--- config.mk ---
export PLATFORM = sky130hd
export DESIGN_NAME = tomasulo_rob_flat
export DESIGN_NICKNAME = d
export VERILOG_FILES = /design/src/rtl/tomasulo_rob_if.sv /design/src/rtl/tomasulo_rob.sv /design/src/flat_wrapper.sv
export SDC_FILE = /design/constraint.sdc
export NUM_CORES = 1
export LEC_CHECK = 0
export CAP_MARGIN = 0
export CELL_PAD_IN_SITES_DETAIL_PLACEMENT = 1
export CELL_PAD_IN_SITES_GLOBAL_PLACEMENT = 1
export CORE_AREA = 4 4 262 264
export CTS_CLUSTER_SIZE = 40
export DETAILED_ROUTE_END_ITERATION = 10
export DIE_AREA = 0 0 266 268
export PLACE_DENSITY = 0.46
export REMOVE_ABC_BUFFERS = 1
export SYNTH_ARGS = -nofsm -noshare
export SYNTH_HDL_FRONTEND = slang
export SYNTH_SLANG_ARGS = --single-unit
--- constraint.sdc ---
create_clock -name clk1 -period 3.6 [get_ports clk1]
set_clock_uncertainty 0.15 [all_clocks]
set_input_delay 0.54 -clock clk1 [delete_from_list [all_inputs] [get_ports clk1]]
set_output_delay 0.54 -clock clk1 [all_outputs]
set_load 0.01 [all_outputs]
--- src/rtl/tomasulo_rob_if.sv ---
// rtl/tomasulo_rob_if.sv - issue/writeback/lookup/commit bus of the Tomasulo reorder buffer
//
// Groups every ROB signal except clock and reset.
//   master : issue stage, CDB, register bank side (drives alloc_*, wb_*, lk_tag, commit_ready)
//   slave  : the reorder buffer (drives alloc_ready/tag, lk_*, commit_*, flush, count)
interface tomasulo_rob_if #(
    parameter int TAG_W     = 3,
    parameter int DATA_W    = 16,
    parameter int REG_W     = 4,
    parameter int CDB_PORTS = 2
);
    logic                          alloc_valid;
    logic                          alloc_ready;
    logic [3:0]                    alloc_func;
    logic [REG_W-1:0]              alloc_rd;
    logic [TAG_W-1:0]              alloc_tag;
    logic [CDB_PORTS-1:0]          wb_valid;
    logic [CDB_PORTS*TAG_W-1:0]    wb_tag;
    logic [CDB_PORTS*DATA_W-1:0]   wb_data;
    logic [CDB_PORTS-1:0]          wb_mispred;
    logic [2*TAG_W-1:0]            lk_tag;
    logic [1:0]                    lk_ready;
    logic [2*DATA_W-1:0]           lk_data;
    logic                          commit_valid;
    logic                          commit_ready;
    logic [TAG_W-1:0]              commit_tag;
    logic [REG_W-1:0]              commit_rd;
    logic                          commit_we;
    logic [DATA_W-1:0]             commit_data;
    logic                          flush;
    logic [TAG_W:0]                count;

    modport master (
        output alloc_valid, alloc_func, alloc_rd,
        output wb_valid, wb_tag, wb_data, wb_mispred,
        output lk_tag, commit_ready,
        input  alloc_ready, alloc_tag, lk_ready, lk_data,
        input  commit_valid, commit_tag, commit_rd, commit_we, commit_data,
        input  flush, count
    );

    modport slave (
        input  alloc_valid, alloc_func, alloc_rd,
        input  wb_valid, wb_tag, wb_data, wb_mispred,
        input  lk_tag, commit_ready,
        output alloc_ready, alloc_tag, lk_ready, lk_data,
        output commit_valid, commit_tag, commit_rd, commit_we, commit_data,
        output flush, count
    );
endinterface

--- src/rtl/tomasulo_rob.sv ---
// rtl/tomasulo_rob.sv - in-order-commit reorder buffer with CDB writeback and operand lookup
//
// Ports:
//   clk1 : clock, rising edge
//   rst  : synchronous active-high reset
//   bus  : tomasulo_rob_if.slave
//          alloc_*  allocate one entry per issued instruction, tag = tail pointer
//          wb_*     CDB_PORTS writeback ports (data, done, mispredict flag by tag)
//          lk_*     two combinational operand lookups by tag, with same-cycle CDB bypass
//          commit_* in-order retirement of the head entry
//          flush    one-cycle pulse after a mispredicted branch retires
//          count    occupied entries
module tomasulo_rob #(
    parameter int DEPTH     = 8,
    parameter int TAG_W     = 3,
    parameter int DATA_W    = 16,
    parameter int REG_W     = 4,
    parameter int CDB_PORTS = 2
) (
    input  logic           clk1,
    input  logic           rst,
    tomasulo_rob_if.slave  bus
);

    localparam logic [TAG_W:0] FULL = (TAG_W+1)'(DEPTH);

    logic [DEPTH-1:0]   e_valid;
    logic [DEPTH-1:0]   e_done;
    logic [DEPTH-1:0]   e_mispred;
    logic [3:0]         e_func [DEPTH];
    logic [REG_W-1:0]   e_rd   [DEPTH];
    logic [DATA_W-1:0]  e_data [DEPTH];

    logic [TAG_W-1:0]   head;
    logic [TAG_W-1:0]   tail;
    logic [TAG_W:0]     cnt;
    logic               flush_q;
    logic               flush_pending;

    logic               do_alloc;
    logic               do_commit;

    logic [DEPTH-1:0]   wb_hit;
    logic [DEPTH-1:0]   wb_take;
    logic [DEPTH-1:0]   wb_sel_mp;
    logic [DATA_W-1:0]  wb_sel_data [DEPTH];

    logic [TAG_W-1:0]   lk_t [2];
    logic [1:0]         lk_ready_c;
    logic [2*DATA_W-1:0] lk_data_c;

    // Per-entry writeback select. Ports are scanned from the highest index
    // down so the lowest-numbered matching port is the last one to assign.
    always_comb begin
        wb_hit    = '0;
        wb_sel_mp = '0;
        for (int e = 0; e < DEPTH; e++) begin
            wb_sel_data[e] = '0;
        end
        for (int e = 0; e < DEPTH; e++) begin
            for (int p = CDB_PORTS - 1; p >= 0; p--) begin
                if (bus.wb_valid[p] && (bus.wb_tag[p*TAG_W +: TAG_W] == TAG_W'(e))) begin
                    wb_hit[e]      = 1'b1;
                    wb_sel_data[e] = bus.wb_data[p*DATA_W +: DATA_W];
                    wb_sel_mp[e]   = bus.wb_mispred[p];
                end
            end
        end
        // Only a live, still-pending entry accepts a result; this also
        // ignores a tag whose allocation happens in this same cycle.
        wb_take = wb_hit & e_valid & ~e_done;
    end

    // Operand lookup: stored result first, else bypass from this cycle's CDB.
    always_comb begin
        lk_ready_c = '0;
        lk_data_c  = '0;
        for (int i = 0; i < 2; i++) begin
            lk_t[i] = bus.lk_tag[i*TAG_W +: TAG_W];
            if (e_valid[lk_t[i]] && e_done[lk_t[i]]) begin
                lk_ready_c[i]                = 1'b1;
                lk_data_c[i*DATA_W +: DATA_W] = e_data[lk_t[i]];
            end else if (wb_take[lk_t[i]]) begin
                lk_ready_c[i]                = 1'b1;
                lk_data_c[i*DATA_W +: DATA_W] = wb_sel_data[lk_t[i]];
            end
        end
    end

    assign bus.alloc_ready  = (cnt != FULL) & ~flush_q & ~flush_pending;
    assign bus.alloc_tag    = tail;
    // Entries younger than a retired mispredicted branch are still present
    // while flush_pending is set; they must not retire before the clear.
    assign bus.commit_valid = e_valid[head] & e_done[head] & ~flush_q & ~flush_pending;
    assign bus.commit_tag   = head;
    assign bus.commit_rd    = e_rd[head];
    assign bus.commit_data  = e_data[head];
    assign bus.commit_we    = ~(e_func[head] inside {4'b0101, 4'b0110, 4'b0111});
    assign bus.lk_ready     = lk_ready_c;
    assign bus.lk_data      = lk_data_c;
    assign bus.flush        = flush_q;
    assign bus.count        = cnt;

    assign do_alloc  = bus.alloc_valid & bus.alloc_ready;
    assign do_commit = bus.commit_valid & bus.commit_ready;

    always_ff @(posedge clk1) begin
        if (rst) begin
            flush_pending <= 1'b0;
            flush_q       <= 1'b0;
        end else begin
            flush_pending <= do_commit & e_mispred[head];
            flush_q       <= flush_pending;
        end
    end

    always_ff @(posedge clk1) begin
        if (rst || flush_pending) begin
            head      <= '0;
            tail      <= '0;
            cnt       <= '0;
            e_valid   <= '0;
            e_done    <= '0;
            e_mispred <= '0;
            for (int e = 0; e < DEPTH; e++) begin
                e_func[e] <= '0;
                e_rd[e]   <= '0;
                e_data[e] <= '0;
            end
        end else begin
            for (int e = 0; e < DEPTH; e++) begin
                if (wb_take[e]) begin
                    e_done[e]    <= 1'b1;
                    e_mispred[e] <= wb_sel_mp[e];
                    e_data[e]    <= wb_sel_data[e];
                end
            end
            // Head is always done when committing and tail is never valid when
            // allocating, so these cannot collide with a writeback or each other.
            if (do_commit) begin
                e_valid[head]   <= 1'b0;
                e_done[head]    <= 1'b0;
                e_mispred[head] <= 1'b0;
                head            <= head + TAG_W'(1);
            end
            if (do_alloc) begin
                e_valid[tail]   <= 1'b1;
                e_done[tail]    <= 1'b0;
                e_mispred[tail] <= 1'b0;
                e_func[tail]    <= bus.alloc_func;
                e_rd[tail]      <= bus.alloc_rd;
                tail            <= tail + TAG_W'(1);
            end
            case ({do_alloc, do_commit})
                2'b10:   cnt <= cnt + (TAG_W+1)'(1);
                2'b01:   cnt <= cnt - (TAG_W+1)'(1);
                default: cnt <= cnt;
            endcase
        end
    end

endmodule

--- src/flat_wrapper.sv ---
// flat-port wrapper written by rule: the top's interface ports become plain ports
module tomasulo_rob_flat 
#(
    parameter int DEPTH     = 8,
    parameter int TAG_W     = 3,
    parameter int DATA_W    = 16,
    parameter int REG_W     = 4,
    parameter int CDB_PORTS = 2
)
  (clk1, rst, bus_alloc_valid, bus_alloc_func, bus_alloc_rd, bus_wb_valid, bus_wb_tag, bus_wb_data, bus_wb_mispred, bus_lk_tag, bus_commit_ready, bus_alloc_ready, bus_alloc_tag, bus_lk_ready, bus_lk_data, bus_commit_valid, bus_commit_tag, bus_commit_rd, bus_commit_we, bus_commit_data, bus_flush, bus_count);
  tomasulo_rob_if #(.TAG_W(TAG_W), .DATA_W(DATA_W), .REG_W(REG_W), .CDB_PORTS(CDB_PORTS)) bus_i ();
  input  logic clk1;
  input  logic rst;
  input wire logic [$bits(bus_i.alloc_valid)-1:0] bus_alloc_valid;
  input wire logic [$bits(bus_i.alloc_func)-1:0] bus_alloc_func;
  input wire logic [$bits(bus_i.alloc_rd)-1:0] bus_alloc_rd;
  input wire logic [$bits(bus_i.wb_valid)-1:0] bus_wb_valid;
  input wire logic [$bits(bus_i.wb_tag)-1:0] bus_wb_tag;
  input wire logic [$bits(bus_i.wb_data)-1:0] bus_wb_data;
  input wire logic [$bits(bus_i.wb_mispred)-1:0] bus_wb_mispred;
  input wire logic [$bits(bus_i.lk_tag)-1:0] bus_lk_tag;
  input wire logic [$bits(bus_i.commit_ready)-1:0] bus_commit_ready;
  output wire logic [$bits(bus_i.alloc_ready)-1:0] bus_alloc_ready;
  output wire logic [$bits(bus_i.alloc_tag)-1:0] bus_alloc_tag;
  output wire logic [$bits(bus_i.lk_ready)-1:0] bus_lk_ready;
  output wire logic [$bits(bus_i.lk_data)-1:0] bus_lk_data;
  output wire logic [$bits(bus_i.commit_valid)-1:0] bus_commit_valid;
  output wire logic [$bits(bus_i.commit_tag)-1:0] bus_commit_tag;
  output wire logic [$bits(bus_i.commit_rd)-1:0] bus_commit_rd;
  output wire logic [$bits(bus_i.commit_we)-1:0] bus_commit_we;
  output wire logic [$bits(bus_i.commit_data)-1:0] bus_commit_data;
  output wire logic [$bits(bus_i.flush)-1:0] bus_flush;
  output wire logic [$bits(bus_i.count)-1:0] bus_count;
  assign bus_i.alloc_valid = bus_alloc_valid;
  assign bus_i.alloc_func = bus_alloc_func;
  assign bus_i.alloc_rd = bus_alloc_rd;
  assign bus_i.wb_valid = bus_wb_valid;
  assign bus_i.wb_tag = bus_wb_tag;
  assign bus_i.wb_data = bus_wb_data;
  assign bus_i.wb_mispred = bus_wb_mispred;
  assign bus_i.lk_tag = bus_lk_tag;
  assign bus_i.commit_ready = bus_commit_ready;
  assign bus_alloc_ready = bus_i.alloc_ready;
  assign bus_alloc_tag = bus_i.alloc_tag;
  assign bus_lk_ready = bus_i.lk_ready;
  assign bus_lk_data = bus_i.lk_data;
  assign bus_commit_valid = bus_i.commit_valid;
  assign bus_commit_tag = bus_i.commit_tag;
  assign bus_commit_rd = bus_i.commit_rd;
  assign bus_commit_we = bus_i.commit_we;
  assign bus_commit_data = bus_i.commit_data;
  assign bus_flush = bus_i.flush;
  assign bus_count = bus_i.count;
  tomasulo_rob #(.DEPTH(DEPTH), .TAG_W(TAG_W), .DATA_W(DATA_W), .REG_W(REG_W), .CDB_PORTS(CDB_PORTS)) u_core (.clk1(clk1), .rst(rst), .bus(bus_i));
endmodule
==> out/qor.txt, run 1 <==
RSZ-0062 raised after global routing: yes
Area growth syn-to-layout: 43.2%
Vias in the first global route: 17,200
R2R depth: 12
Flop-to-flop setup slack: 0.31 ns
Critical path endpoint: bus_lk_data[7]
Min setup slack post-route: -0.0172 ns
Placed Instances: 2,776
Syn Inst Count: 1,531
P_leak: 8.52 nW
Via count: 16,400
Ys Warns: 0
Post-synth EDFFs: 192
Largest net degree at the start of global routing: 59
Top delay family on crit path: buffers and inverters
Clk_lat worst skew: 0.57 ns
Dpl hpwl: 61,300 um
Sink Count: 231
Setup TNS: -0.0172 ns
Buffers on Ports: 127
First-pass GRT wire length: 124,000 um
Startpoint types: input port
Seq/Total Area, Yosys: 0.397
Period utilization: 1.00
TritonCTS buffer count: 30
Worst reg2reg path startpoint: u_core.bus.commit_tag[1]$_SDFFE_PP0N_
Cell variety after synth: 83
Io pins: 128
Non-filler instance count after layout: 2,872
PD cells: 327 mW/mm2
Crit path depth: 13
Post-route design area: 0.0236 mm2
CP arrival: 2.93 ns
Most common cell after layout, fill and taps aside: buf_4
Post-DP Area: 0.0217 mm2
Cell mode on critical path: buf_6
Layout cells sized above 1: 0.396
GR Util All Layers: 0.238
Final setup fails: 1
Synth async-reset ratio: 0
H-Tree Depth: 1
GPL Wtd Cong: 0.930
FMAX: 0.276 GHz
Core Area: 0.0666 mm2
Final WL: 87,600 um
# DRC: 0
CP max stage delay: 0.57 ns
Cell taking the most area after synthesis: edfxtp_1
Worst-path clk slew: 0.06 ns
Yosys top cell area share: 0.350
CTS tree: yes
Top cells by area, synth: edfxtp_1 (35%), mux4_2 (15%), a22oi_1 (5.0%)
Detail Route Antenna Nets: 0
DRT Pass-1 Iters: 5
Worst Max-Slew Pin Slew: 0.746 ns
Avg Cell Area, Syn: 10.8 um2
Die Span X: 266 um
Data required time of the worst path: 2.91 ns
Post-CTS Hold Fix Bufs: 0
Max-Cap Viols: 0
Total congestion overflow: 0
Final #Nets: 2,039
Rows: 95
Max IR drop VDD: 387 uV
CP Cell Sequence: buf_6 > buf_6 > buf_6 > or4b_4 > buf_8 > buf_4 > nand3_2 > and3b_1 > a211oi_2 > a211oi_2 > o32ai_1 > buf_4 > dlygate4sd2_1
Initial DRC count: 1,546
Violated checks: setup timing
Initial Util: 0.248
Dominant synthesized flop cell: edfxtp_1
CP Capture Type: output pin
Total power: 0.00773 W
Die span in y: 268 um
Netlist area before placement: 0.0165 mm2
Pins Over Slew Limit: 0
Crit-path slowest cell: or4b_4
Die area: 0.0713 mm2
Clk buf depth: 3
Util after Layout: 0.355
Buf+Inv Stages, Crit Path: 7
Filler cells: 7,300
Final critical-path required period: 3.62 ns
HP Class: reg -> reg
Slew Limit Headroom: 0.501
Status: complete, but fails checks
Root Driver: clkbuf_16
Most frequent cells in the layout: buf_4 (384), edfxtp_1 (192), nor2_1 (144)
FF+latch count, synth: 231
Drt wl/cell: 30.5 um
Antenna violations before repair: 5
Worst setup path class: in -> out
Final hold vios: 0
Crit. Startpoint: bus_wb_tag[1]
CP max FO: 7
Vias per inst: 5.69
Reg-to-reg endpoint: u_core.bus.count[2]$_SDFFE_PP0P_
## sequential cells by signal, indices dropped and copies added (netlist names), named ones only
register and flops:
u_core.e_rd 32, u_core.bus.commit_tag 3, u_core.bus.count 4, u_core.e_done 8, u_core.bus.flush 1, u_core.e_data 128, u_core.e_valid 8, u_core.e_func 32
u_core.bus.alloc_tag 3, u_core.flush_pending 1, u_core.e_mispred 8
## kinds of logic after synthesis
group           count (synthesis)  share of synthesized area
simple gates                  473                      0.152
compound gates                442                      0.193
flops                         231                      0.397
mux                           187                      0.200
buf+inv                       186                     0.0500
xor+xnor                        7                    0.00372
fa+ha+maj                       5                    0.00379
## cells in the mapped netlist, drive strengths merged (6+ instances only)
cell	instances
o32ai	18
o31ai	6
o221ai	6
buf	67
a21o	8
a221oi	31
and3	20
mux2i	50
nand2	85
nor3b	8
nor2b	9
nand3	43
o21ai	55
xor2	6
nor4	7
a31oi	13
edfxtp	192
o211ai	13
dfxtp	39
a31o	6
nor4b	6
clkbuf	102
mux4	112
nor2	146
a211oi	45
and2	69
a21oi	59
nor3	20
nor4bb	8
mux2	25
and3b	8
a22o	12
o22ai	27
inv	16
a22oi	112
nand2b	13
and4b	6
a32oi	6
## through the flow
stage / setup slack [ns] / hold WS [ns]
after detailed placement: -0.871 / 0.353
after CTS: -0.000269 / 0.362
after floorplan: -1.80 / 0.276
final: -0.0172 / 0.375
after global placement: -0.860 / 0.354
after global routing: -0.0898 / 0.380
## area by class of cell
| type | count | area [um2] | area share |
|---|---|---|---|
| multi-input cells | 1115 | 9660 | 0.409 |
| flip-flops and latches | 231 | 6560 | 0.278 |
| repair buffers | 579 | 5190 | 0.220 |
| well taps | 873 | 1090 | 0.0463 |
| clock buffers | 33 | 783 | 0.0332 |
| clock inverters | 22 | 243 | 0.0103 |
| inverters | 17 | 63.8 | 0.00270 |
| diodes | 2 | 5.00 | 0.000212 |
## worst min path at each step
| stage | to | startpoint | cells after the start |
|---|---|---|---|
| detailed placement | u_core.e_mispred[6]$_SDFF_PP0_ | u_core.e_mispred[6]$_SDFF_PP0_ | 2 |
| floorplan | u_core.e_mispred[6]$_SDFF_PP0_ | u_core.e_mispred[6]$_SDFF_PP0_ | 2 |
| finish | u_core.bus.flush$_SDFF_PP0_ | u_core.flush_pending$_SDFF_PP0_ | 1 |
| global placement | u_core.e_mispred[6]$_SDFF_PP0_ | u_core.e_mispred[6]$_SDFF_PP0_ | 2 |
| global route | u_core.e_mispred[6]$_SDFF_PP0_ | u_core.e_mispred[6]$_SDFF_PP0_ | 2 |
| CTS | u_core.e_mispred[6]$_SDFF_PP0_ | u_core.e_mispred[6]$_SDFF_PP0_ | 2 |
## repair_timing
| item | CTS | global route |
|---|---|---|
| endpoints found under the setup margin | 35 | 28 |
| resized for setup | 217 | 45 |
| endpoints found under the hold margin | 0 | 0 |
| pin swaps | 52 | 16 |
| buffers inserted | 35 | 4 |
| gates cloned | 2 | 0 |
## per-layer routing
| metal | vias up | part of all wire | wire length (um) | track usage |
|---|---|---|---|---|
| met5 | - | 0.00054 | 47 | 0 |
| met4 | 6 | 0.036 | 3150 | 0.0757 |
| met3 | 168 | 0.064 | 5600 | 0.0384 |
| met2 | 742 | 0.48 | 41800 | 0.400 |
| met1 | 8428 | 0.42 | 37000 | 0.317 |
| li1 | 7012 | - | - | - |
## power by group
part | switching [W] | leakage [nW] | internal [W]
clock network | 0.00127 | 0.505 | 0.00191
logic | 0.000826 | 5.72 | 0.000655
registers | 0.0000695 | 2.30 | 0.00299
No activity file was read; power rests on OpenSTA's default activity.
==> run 2: changes to the inputs <==
ABC_AREA = 1   (was unset)
CELL_PAD_IN_SITES_DETAIL_PLACEMENT = 0   (was 1)
CORE_AREA = 4 4 274 276   (was 4 4 262 264)
DIE_AREA = 0 0 278 280   (was 0 0 266 268)
PLACE_DENSITY = 0.52   (was 0.46)
clock period = 2.9 ns   (was 3.6 ns; I/O delays follow)
==> run 2 against run 1 <==
  * The run now ends clean
  * Die area is 9.2% higher
  * Via count increased by 40%
  * Flip-flop and latch count unchanged
  * Critical path depth increased by 3
  * Routed wire length is 20% higher
  * Global-route usage grew 2.0 points
  * Count of clock-buffer cells in the layout up 3
  * Synthesized cell count grew 84%
  * Cell area is 12% higher
  * First-iteration DRC count rose by 72%
  * Setup slack better by 0.055 ns
  * Critical path type unchanged
  * Largest power group unchanged
==> out/qor.txt, run 2 <==
Status: finished, final reports clean
Most frequent cells in the layout: nand2_1 (669), nand3_1 (488), buf_4 (430)
Data required time of the worst path: 2.32 ns (-0.59 ns)
RSZ-0062 raised after global routing: yes
Buffers on Ports: 127 (unchanged)
Ys Warns: 0 (unchanged)
Yosys top cell area share: 0.319 (-0.0307)
# DRC: 0 (unchanged)
Worst Max-Slew Pin Slew: 0.664 ns (-0.0820 ns)
Post-DP Area: 0.0243 mm2 (+12%)
Largest registers: u_core.e_data x128, u_core.e_func x32, u_core.e_rd x32
PD cells: 385 mW/mm2 (+18%)
Synth async-reset ratio: 0 (unchanged)
Final WL: 105,000 um (+20%)
Max IR drop VDD: 433 uV (+12%)
Largest Register: u_core.e_data
Clk buf depth: 3 (unchanged)
Sink Count: 231 (unchanged)
Detail Route Antenna Nets: 0 (unchanged)
H-Tree Depth: 1 (unchanged)
Flip-flop count of the largest register after layout: 128 (unchanged)
Dpl hpwl: 72,700 um (+19%)
GR Util All Layers: 0.258 (+0.0197)
Min setup slack post-route: 0.0374 ns (+0.0546 ns)
Initial DRC count: 2,664 (+72%)
Max-Cap Viols: 0 (unchanged)
Initial Util: 0.249 (+0.00127)
Worst-path clk slew: 0.06 ns (about the same)
Rows: 99 (+4.2%)
Switching Share: 0.316 (+0.0364)
Net Switching: 0.00321 W (+48%)
Top cells by area, synth: edfxtp_1 (32%), nand2_1 (15%), nand3_1 (14%)
Final critical-path required period: 2.86 ns
Via count: 22,900 (+40%)
Most frequent cell after synthesis: nand2_1
P_leak: 11.1 nW (+30%)
FMAX: 0.349 GHz
Io pins: 128 (unchanged)
Seq/Total Area, Yosys: 0.362 (-0.0348)
Vias per inst: 5.34 (-6.3%)
CP max FO: 12 (+5)
Largest net degree at the start of global routing: 51 (-14%)
CP Capture Type: output pin
Vias in the first global route: 21,700 (+26%)
Layout cells sized above 1: 0.240 (-0.155)
Filler cells: 7,791 (+6.7%)
Avg Cell Area, Syn: 6.42 um2 (-40%)
Internal: 0.00694 W (+25%)
Die area: 0.0778 mm2 (+9.2%)
GPL Wtd Cong: 0.930 (about the same)
CP arrival: 2.28 ns (-0.65 ns)
Clk_lat worst skew: 0.59 ns (+0.02 ns)
Sequential power share: 0.375 (-0.022)
CP Cell Sequence: buf_2 > inv_1 > nor2_4 > buf_4 > buf_6 > nand2_4 > buf_8 > o21ai_0 > buf_4 > nand3_1 > nand3_1 > nand2_1 > nand2_1 > nand3_1 > nand2_1 > clkdlybuf4s15_2
Worst setup path class: in -> out
DRT Pass-1 Iters: 6 (+1)
HP Class: in -> reg
FF+latch count, synth: 231 (unchanged)
Gate power share: 0.233 (+0.041)
Final setup fails: 0 (-1)
CTS tree: yes
Dominant synthesized flop cell: edfxtp_1
Drt wl/cell: 24.4 um (-20%)
TritonCTS buffer count: 30 (unchanged)
Period utilization: 0.987
Post-synth top cells: nand2_1 (702), nand3_1 (505), nor2_1 (400)
Antenna violations before repair: 1 (-4)
Most common cell after layout, fill and taps aside: nand2_1
Final hold vios: 0 (unchanged)
Total congestion overflow: 0 (unchanged)
Root Driver: clkbuf_16
Final #Nets: 3,381 (+66%)
Pins Over Slew Limit: 0 (unchanged)
Area growth syn-to-layout: 45.9%
Core Area: 0.0726 mm2 (+9.0%)
Startpoint types: input port
Post-route design area: 0.0264 mm2 (+12%)
Cell variety after synth: 38 (-54%)
Post-synth EDFFs: 192 (unchanged)
Post-Place Setup Slack: -0.812 ns (+0.0593 ns)
Syn Inst Count: 2,816 (+84%)
Crit-path slowest cell: clkdlybuf4s15_2
Cell taking the most area after synthesis: edfxtp_1
Clk pwr share: 0.391 (-0.021)
Slew Limit Headroom: 0.555 (+0.0538)
Netlist area before placement: 0.0181 mm2 (+9.6%)
Die Span X: 278 um (+4.5%)
CP max stage delay: 0.24 ns (-0.33 ns)
First-pass GRT wire length: 149,000 um (+20%)
Die span in y: 280 um (+4.5%)
[run 2: what timing repair did]
| item | CTS | global route |
|---|---|---|
| setup endpoints to repair | 56 | 45 |
| hold buffers | 0 | 0 |
| pin swaps | 19 | 9 |
| setup buffers | 20 | 6 |
| cloned | 6 | 0 |
| resized for setup | 280 | 119 |
| hold endpoints to repair | 0 | 0 |
[run 2: worst paths after layout]
path	startpoint	to	slack [ns]	depth (start not counted)
worst min register to register	u_core.flush_pending$_SDFF_PP0_	u_core.bus.flush$_SDFF_PP0_	0.31	2
worst max-delay path	bus_wb_valid[0]	bus_lk_data[2]	0.04	16
worst max register to register	u_core.bus.commit_tag[1]$_SDFFE_PP0N_	u_core.bus.count[2]$_SDFFE_PP0P_	0.32	16
worst min-delay path	rst	u_core.bus.flush$_SDFF_PP0_	0.30	2
[run 2: cell type report]
cell class | instances | area [um2] | area share
flip-flops and latches | 231 | 6570 | 0.249
clock buffers | 36 | 793 | 0.0301
diodes | 1 | 2.50 | 0.0000949
inverters | 147 | 597 | 0.0226
well taps | 959 | 1200 | 0.0455
multi-input cells | 2250 | 10700 | 0.404
clock inverters | 20 | 240 | 0.00911
repair buffers | 656 | 6310 | 0.239
[run 2: layer usage]
metal | up-vias | GRT usage | wire length, um
li1 | 10600 | - | -
met1 | 10800 | 0.359 | 45900
met2 | 1200 | 0.403 | 45500
met3 | 263 | 0.0373 | 8580
met4 | 0 | 0.106 | 4950
met5 | - | 0 | 0
[run 2: critical path: cells and delay by family]
kind,cells,cell delay (ns)
and+or+nand+nor,8,0.63
buffers and inverters,7,1.08
AOI/OAI and AO/OA,1,0.11
[run 2: power by group through the flow]
stage	clock network, W	registers, W	logic, W
floorplan	0	0.00385	0.000851
global placement	0	0.00387	0.00226
detailed placement	0	0.00388	0.00226
CTS	0.00405	0.00381	0.00231
global route	0.00417	0.00382	0.00252
finish	0.00397	0.00381	0.00237
[run 2: metrics by stage]
step / power [W] / TNS (ns) / instances / utilization / hold WS, ns
6_report: 0.0101 / 0 / 4300 / 0.363 / 0.304
5_1_grt: 0.0105 / -0.0832 / 4300 / 0.363 / 0.321
4_1_cts: 0.0102 / -0.0571 / 4293 / 0.360 / 0.271
3_5_place_dp: 0.00614 / -25.24 / 4211 / 0.335 / 0.294
3_3_place_gp: 0.00613 / -25.27 / 4211 / 0.335 / 0.292
2_1_floorplan: 0.00470 / -91.01 / 2628 / - / 0.267
[run 2: logic make-up after synthesis]
kind of cell,Yosys count,synth area share
buf+inv,335,0.0762
flops,231,0.362
fa+ha+maj,5,0.00346
xor+xnor,3,0.00145
simple gates,1672,0.392
mux,2,0.00111
compound gates,568,0.163
==> RTL edit (flow settings as in run 1) <==
`REG_W` is set to 4 in 3 places; all go to 6.
--- a/src/rtl/tomasulo_rob_if.sv
+++ b/src/rtl/tomasulo_rob_if.sv
@@ -6,7 +6,7 @@
 interface tomasulo_rob_if #(
     parameter int TAG_W     = 3,
     parameter int DATA_W    = 16,
-    parameter int REG_W     = 4,
+    parameter int REG_W     = 6,
     parameter int CDB_PORTS = 2
 );
     logic                          alloc_valid;
--- a/src/rtl/tomasulo_rob.sv
+++ b/src/rtl/tomasulo_rob.sv
@@ -14,7 +14,7 @@
     parameter int DEPTH     = 8,
     parameter int TAG_W     = 3,
     parameter int DATA_W    = 16,
-    parameter int REG_W     = 4,
+    parameter int REG_W     = 6,
     parameter int CDB_PORTS = 2
 ) (
     input  logic           clk1,
--- a/src/flat_wrapper.sv
+++ b/src/flat_wrapper.sv
@@ -4,7 +4,7 @@
     parameter int DEPTH     = 8,
     parameter int TAG_W     = 3,
     parameter int DATA_W    = 16,
-    parameter int REG_W     = 4,
+    parameter int REG_W     = 6,
     parameter int CDB_PORTS = 2
 )
   (clk1, rst, bus_alloc_valid, bus_alloc_func, bus_alloc_rd, bus_wb_valid, bus_wb_tag, bus_wb_data, bus_wb_mispred, bus_lk_tag, bus_commit_ready, bus_alloc_ready, bus_alloc_tag, bus_lk_ready, bus_lk_data, bus_commit_valid, bus_commit_tag, bus_commit_rd, bus_commit_we, bus_commit_data, bus_flush, bus_count);
Interface: changed (resized bus_alloc_rd and bus_commit_rd); port bits go from 128 to 132. No check against the original RTL was run, so the function may have changed too.
==> RTL edit against run 1 <==
Wire length up 12%. Setup slack better by 0.057 ns. Global-route usage up 2.9 points. Sequential cell count up 16. Synthesized area up 6.9%. Cell area up 11%. Sequential share of layout area down 0.85 points. Utilization up 3.7 points. First-iteration DRC count up 9.8%. Power up 6.5%. Highest routed layer unchanged.
==> RTL edit: results (changes against run 1) <==
DRT
---------------------------------------------------------------------------
Overall routed net length                                          97790 µm   +12%
Routed length on met3                                               6559 µm   +17%
Total number of vias                                                  18280   +12%

FINAL LAYOUT
---------------------------------------------------------------------------
FFs & Latches                                                           247   +6.9%
Layout Nets                                                            2380   +17%
Area of all placed cells without fillers                          26090 µm²   +11%
Footprint of the flip-flops and latches                            7034 µm²   +7.2%
Non-filler instance count after layout                                 3211   +12%
Clock buf count                                                          38   +15%
Final clock-cell share                                              0.03937   -0.004096
Top flop regs                                                  u_core.e_data (128), u_core.e_rd (48), u_core.e_func (32)
Proportion of final cell area spent on non-clock buffers             0.2413   +0.02122

GRT
---------------------------------------------------------------------------
Initial antenna violation count                                           4   -1
Global-route met1 utilization                                        0.3520   +0.03547
Wire length of the first global-routing pass                      137900 µm   +11%
Maximum number of pins on one net before global-route repair             52   -12%

SYNTH
---------------------------------------------------------------------------
Fraction of the yosys area taken by sequential cells                 0.3986   +0.001553

CRITICAL PATH
---------------------------------------------------------------------------
WP data arrival                                                     2.87 ns   -0.06 ns
Source of the worst register-to-register timing path           u_core.e_valid[0]
R2R cell count                                                           21   +9

PLACE
---------------------------------------------------------------------------
Area after detailed placement                                     23800 µm²   +9.5%
Pre-CTS setup slack                                               -1.272 ns   -0.4009 ns
Input/output buffers                                                    131   +3.1%

PWR
---------------------------------------------------------------------------
Worst VDD drop                                                    0.3805 mV   -1.7%

OUTCOME
---------------------------------------------------------------------------
Result of the run                                              complete, no violations

CTS
---------------------------------------------------------------------------
Inserted Clock Buffers                                                   31   +3.3%
Number of gates given a new drive strength after cts                    315   +45%

MIN PATH
---------------------------------------------------------------------------
Start point of the worst hold path                             u_core.e_mispred[1]

==> RTL edit: cell types whose count changed after synthesis, moves of 29 or more <==
cell | run 1 | this run
sky130_fd_sc_hd__a211oi_1 | 45 | 15
sky130_fd_sc_hd__a21oi_1 | 59 | 130
sky130_fd_sc_hd__a22oi_1 | 110 | 68
sky130_fd_sc_hd__clkbuf_1 | 101 | 132
sky130_fd_sc_hd__nand2_1 | 85 | 204
sky130_fd_sc_hd__nand3_1 | 43 | 80
sky130_fd_sc_hd__o221ai_1 | 6 | 35
==> RTL edit: cell families (layout without fill, tap and decap cells) <==
kind of cell,after synthesis,after routing,share of synthesized area
compound gates,476,476,0.1936
xor+xnor,7,7,0.003478
fa+ha+maj,5,5,0.003549
buf+inv,209,812,0.04883
flops,247,247,0.3986
mux,163,163,0.1765
simple gates,628,628,0.1755
==> RTL edit: report_power, final <==
group | leakage [µW] | switching [µW] | internal [µW]
logic | 0.00680 | 962 | 785
clock network | 0.000494 | 1330 | 1870
registers | 0.00246 | 66.6 | 3210
